### src/rtl/mem_pkg.sv
// Shared types and constants for the main-memory controller.
package mem_pkg;

  typedef enum logic {
    IDLE,
    ACCESS
  } state_e;

  localparam logic RW_READ  = 1'b1;
  localparam logic RW_WRITE = 1'b0;

  // Widest latency down-counter needed for LATENCY in 1..15.
  localparam int unsigned CNT_WIDTH = 4;

endpackage

### src/rtl/main_mem_ctrl_req_fifo.sv
// Two-entry synchronous request FIFO; push and pop at the same edge is legal even when full.
module req_fifo #(
  parameter int unsigned WIDTH = 17
) (
  input  logic             clk,
  input  logic             clr,
  input  logic             push,
  input  logic             pop,
  input  logic [WIDTH-1:0] din,
  output logic [WIDTH-1:0] dout,
  output logic             full,
  output logic             empty,
  output logic [1:0]       count
);

  logic [WIDTH-1:0] store [2];
  logic             rd_ptr;
  logic             wr_ptr;
  logic             push_ok;

  assign full    = (count == 2'd2);
  assign empty   = (count == 2'd0);
  assign dout    = store[rd_ptr];
  assign push_ok = push && (!full || pop);

  always_ff @(posedge clk) begin
    if (clr) begin
      rd_ptr <= 1'b0;
      wr_ptr <= 1'b0;
      count  <= 2'd0;
    end else begin
      if (push_ok) wr_ptr <= ~wr_ptr;
      if (pop)     rd_ptr <= ~rd_ptr;
      unique case ({push_ok, pop})
        2'b10:   count <= count + 2'd1;
        2'b01:   count <= count - 2'd1;
        default: count <= count;
      endcase
    end
  end

  always_ff @(posedge clk) begin
    if (!clr && push_ok) store[wr_ptr] <= din;
  end

endmodule

### src/rtl/main_mem_ctrl.sv
// Main-memory stage: in-order servicing of queued cache requests with a fixed access latency.
module main_mem_ctrl
  import mem_pkg::*;
#(
  parameter int unsigned D_WIDTH = 8,
  parameter int unsigned A_WIDTH = 8,
  parameter int unsigned LATENCY = 4
) (
  input  logic               clk,
  input  logic               clr,
  input  logic               ce_in,
  input  logic               rw_in,
  input  logic [A_WIDTH-1:0] addr_in,
  input  logic [D_WIDTH-1:0] wdata_in,
  output logic [D_WIDTH-1:0] rdata_out,
  output logic               rdv,
  output logic               busy,
  output logic               ovf
);

  typedef struct packed {
    logic [A_WIDTH-1:0] addr;
    logic               rw;
    logic [D_WIDTH-1:0] data;
  } req_t;

  localparam int unsigned          REQ_W    = $bits(req_t);
  localparam logic [CNT_WIDTH-1:0] CNT_LOAD = CNT_WIDTH'(LATENCY - 1);

  state_e               state;
  logic [CNT_WIDTH-1:0] cnt;
  req_t                 cur;
  req_t                 in_req;
  req_t                 head;
  logic [D_WIDTH-1:0]   mem [1 << A_WIDTH];

  logic       completing;
  logic       ready;
  logic       q_pop;
  logic       q_push;
  logic       bypass;
  logic       q_full;
  logic       q_empty;
  logic [1:0] q_count;

  assign in_req = '{addr: addr_in, rw: rw_in, data: wdata_in};

  // A completing access frees the unit in the same edge, so a new request can start with no gap.
  assign completing = (state == ACCESS) && (cnt == '0);
  assign ready      = (state == IDLE) || completing;
  assign q_pop      = !q_empty && ready;
  assign bypass     = ce_in && q_empty && ready;
  assign q_push     = ce_in && !bypass && (!q_full || q_pop);
  assign busy       = (state == ACCESS) || (q_count != 2'd0);

  req_fifo #(
    .WIDTH (REQ_W)
  ) u_req_fifo (
    .clk   (clk),
    .clr   (clr),
    .push  (q_push),
    .pop   (q_pop),
    .din   (in_req),
    .dout  (head),
    .full  (q_full),
    .empty (q_empty),
    .count (q_count)
  );

  always_ff @(posedge clk) begin
    if (clr) begin
      state     <= IDLE;
      cnt       <= '0;
      cur       <= '0;
      rdata_out <= '0;
      rdv       <= 1'b0;
      ovf       <= 1'b0;
    end else begin
      rdv <= 1'b0;
      ovf <= ce_in && !bypass && q_full && !q_pop;
      if (completing && (cur.rw == RW_READ)) begin
        rdata_out <= mem[cur.addr];
        rdv       <= 1'b1;
      end
      if ((state == ACCESS) && (cnt != '0)) begin
        cnt <= cnt - 1'b1;
      end else if (q_pop) begin
        cur   <= head;
        cnt   <= CNT_LOAD;
        state <= ACCESS;
      end else if (bypass) begin
        cur   <= in_req;
        cnt   <= CNT_LOAD;
        state <= ACCESS;
      end else begin
        state <= IDLE;
      end
    end
  end

  // The array is deliberately not cleared by reset.
  always_ff @(posedge clk) begin
    if (!clr && completing && (cur.rw == RW_WRITE)) mem[cur.addr] <= cur.data;
  end

endmodule

### config.mk
export PLATFORM = sky130hd
export DESIGN_NAME = main_mem_ctrl
export DESIGN_NICKNAME = d
export VERILOG_FILES = /design/src/rtl/mem_pkg.sv /design/src/rtl/main_mem_ctrl_req_fifo.sv /design/src/rtl/main_mem_ctrl.sv
export SDC_FILE = /design/constraint.sdc
export NUM_CORES = 2
export LEC_CHECK = 0
export CAP_MARGIN = 5
export CORE_ASPECT_RATIO = 1.25
export CORE_UTILIZATION = 40
export CTS_BUF_LIST = sky130_fd_sc_hd__clkbuf_8
export DETAILED_ROUTE_END_ITERATION = 10
export DONT_BUFFER_PORTS = 1
export PLACE_DENSITY_LB_ADDON = 0.25
export SLEW_MARGIN = 20
export SYNTH_ARGS = -nofsm -noshare
export SYNTH_HDL_FRONTEND = slang
export SYNTH_HIERARCHICAL = 1
export SYNTH_SLANG_ARGS = --single-unit
### constraint.sdc
create_clock -name clk -period 5.3 [get_ports clk]
set_input_delay 0.795 -clock clk [delete_from_list [all_inputs] [get_ports clk]]
set_output_delay 0.795 -clock clk [all_outputs]
set_load 0.05 [all_outputs]
==> impl_metrics.csv <==
group,metric,value,unit
timing,period_needed,4380,ps
critical_path,worst_setup_path_start_kind,"flip-flop",
critical_path,max_stage_delay,850,ps
yosys,synth_nets,4067,
power,switchingPower,14.6,mW
critical_path,r2r_cells,6,
yosys,yosysTopAreaCellShare,0.758,
floorplan,ios,31,
route,avgViaCountPerCell,5.76,
floorplan,placementRows,186,
power,switching_share,0.323,
power,p_comb_frac,0.261,
critical_path,cp.required,5910,ps
clock_network,cts_sinks,2119,
global_routing,antenna_found_initial,10,
yosys,synth_cell_types,73,
clock_network,postCtsSetupRepairBufs,0,
yosys,yosys.cell_count.top_type,"edfxtp_1",
finish,final_cells,7241,
yosys,syn_area,82500,sq um
placed_design,portBuffers,0,
finish,nFillCells,17600,
critical_path,arrival,4990,ps
yosys,synth_top_cell_by_area,"edfxtp_1",
timing,timing.final.hold_violations,0,
finish,layout.nets,4316,
global_routing,grt_pass1_wl,321000,um
route,drtPass1Iterations,5,
clock_network,clkSlewWorstSetupHoldPaths,60,ps
flow_run,drv_cap,0,
critical_path,worst-setup-path-type,"flip-flop to flip-flop",
clock_network,cts_tree,"done",
timing,drv_slew,0,
critical_path,cp-startpoint,"cur[11]$_SDFFE_PP0P_",
yosys,seq_area_frac_synth,0.767,
min_path,worstHoldStart,"ce_in",
placed_design,hpwlAfterDp,136000,um
power,peakVddDrop,483,uV
floorplan,dieArea,208000,sq um
timing,tns,0,ps
clock_network,h-tree-depth,5,
critical_path,critPathMaxFanout,13,
power,p_leak,28.6,nW
placed_design,place_inst,6673,
critical_path,endpoint_kind,"flip-flop",
route,drt-initial-drc-count,4682,
yosys,ys_top_cells_by_area,"edfxtp_1 76%, mux4_2 13%, mux2i_1 2.0%",
yosys,synth-seq-cells,2119,
yosys,synth_flop_cell,"edfxtp_1",
route,routed_wl,227000,um
finish,drive_above_1_share,0.239,
finish,area_delta_synth_final,11.6,%
clock_network,cts_resized,0,
route,vias,41700,
yosys,yosys_warnings,6,
clock_network,insertion_delay,1040,ps
clock_network,cts-root-buf,"clkbuf_8",
status,status,"finished clean",
yosys,async_flop_share,0,
critical_path,cp_cell_sequence,"inv_1 -> buf_4 -> nor2_1 -> nand2_1 -> buf_4 -> nor2_1",
timing,tightest_slew,1220,ps
timing,relSlewSlack,0.186,
yosys,synth.top_cells.by_count,"2,082 x edfxtp_1, 469 x mux4_2, 308 x nor2_1",
power,clock_power_share,0.271,
finish,utilization,0.448,
timing,rsz0062_at_grt,"false",
route,drc,0,
timing,fmax,228,MHz
critical_path,r2r_slack,920,ps
clock_network,ctsLongestPathBuffers,4,
global_routing,grt.overflow.total,0,
global_routing,grt_util_all_layers,0.217,
clock_network,cts_buffers,325,
power,pwr-share-seq,0.468,
min_path,hold_class,"input pin to flip-flop",
power,power_density,492,nW/um^2
critical_path,crit_end,"mem[213][7]$_DFFE_PP_",
floorplan,fp.dieW,408,um
timing,setup_violations,0,
critical_path,r2r_start,"cur[11]$_SDFFE_PP0P_",
timing,clock_skew,75.5,ps
clock_network,cts-hold-fix-buffers,20,
timing,min_period_over_period,0.826,
placed_design,place.gp.congestion,0.835,
route,ant_nets,0,
critical_path,cp_slowest_cell,"nor2_1",
global_routing,grt_start_max_net_pins,201,
yosys,synth_edf_count,2082,
yosys,syn_avg_cell_area,20.4,sq um
floorplan,core,205000,sq um
floorplan,initial_utilization,0.402,
route,detail_route.wl_per_cell,31.4,um
global_routing,grt_pass1_vias,42500,
floorplan,die-height,510,um
yosys,synth_cells,4045,
power,internal_power,30.7,mW
critical_path,reg2reg_to,"mem[213][7]$_DFFE_PP_",
[layer usage]
| layer | up-vias | wire (um) | share of wire | global-route usage |
|---|---|---|---|---|
| met2 | 1816 | 110000 | 0.49 | 0.353 |
| li1 | 17200 | - | - | - |
| met3 | 402 | 17500 | 0.077 | 0.0471 |
| met4 | 0 | 9440 | 0.042 | 0.0905 |
| met5 | - | 0 | 0 | 0 |
| met1 | 22300 | 89800 | 0.40 | 0.282 |
[state kept, by name, summed over array words and instances, names as in the netlist, named ones only]
register	cells
mem	2048
u_req_fifo/store	34
cur	17
rdata_out	8
cnt	4
u_req_fifo/count	2
ovf	1
rdv	1
state	1
u_req_fifo/rd_ptr	1
u_req_fifo/wr_ptr	1
[cell families after synthesis]
kind of cell | share of synthesized area
flops | 0.767
compound gates | 0.0265
fa+ha+maj | 0.000303
buf+inv | 0.0170
simple gates | 0.0362
xor+xnor | 0.000425
mux | 0.153
[stage by stage]
stage	area, sq um	hold WS (ps)	total power [mW]	worst slack (ps)
after floorplan	82500	461	28.8	1050
after global placement	86100	495	33.3	660
after detailed placement	86200	495	33.4	1100
after CTS	92000	20.4	45.6	1020
after global routing	92000	96.9	46.7	971
final	92000	116	45.3	922
[power groups by stage]
| stage | logic [mW] | clock network (mW) | registers (mW) |
|---|---|---|---|
| floorplan | 6.72 | 0 | 22.1 |
| global placement | 11.7 | 0 | 21.5 |
| detailed placement | 11.8 | 0 | 21.6 |
| CTS | 11.9 | 12.5 | 21.2 |
| global route | 12.4 | 13.1 | 21.2 |
| finish | 11.8 | 12.3 | 21.2 |
[cell type report]
type / count / area (sq um) / area share
diodes: 3 / 7.51 / 0.0000816
clock buffers: 340 / 4680 / 0.0508
clock inverters: 205 / 988 / 0.0107
inverters: 15 / 61.3 / 0.000666
multi-input cells: 1661 / 17900 / 0.195
flip-flops and latches: 2119 / 63300 / 0.688
well taps: 2726 / 3410 / 0.0371
repair buffers: 172 / 1660 / 0.0181
[how the worst min path moves through the flow]
stage | endpoint | depth (start not counted)
finish | u_req_fifo/count[0]$_SDFFE_PP0P_ | 3
global route | u_req_fifo/count[0]$_SDFFE_PP0P_ | 3
CTS | u_req_fifo/count[0]$_SDFFE_PP0P_ | 3
detailed placement | cnt[0]$_SDFFE_PP0P_ | 1
global placement | cnt[0]$_SDFFE_PP0P_ | 1
floorplan | cur[8]$_SDFFE_PP0P_ | 2
[placed cells by master (no fill, tap or decap), drive strengths merged, types with 38 or more instances in the layout]
cell,instances
nand3,41
mux2i,167
o22ai,55
nor2,308
nand2,201
mux4,469
a32oi,38
o21ai,47
inv,127
buf,153
edfxtp,2082
clkbuf,340
clkinv,80
[worst max-delay path, delay by kind of cell, from the launching register on]
| family | cells | cell delay, ps |
|---|---|---|
| AND/OR/NAND/NOR | 3 | 2090 |
| buffers and inverters | 3 | 1260 |
| flip-flops | 1 | 550 |
No activity file was read; power rests on OpenSTA's default activity.
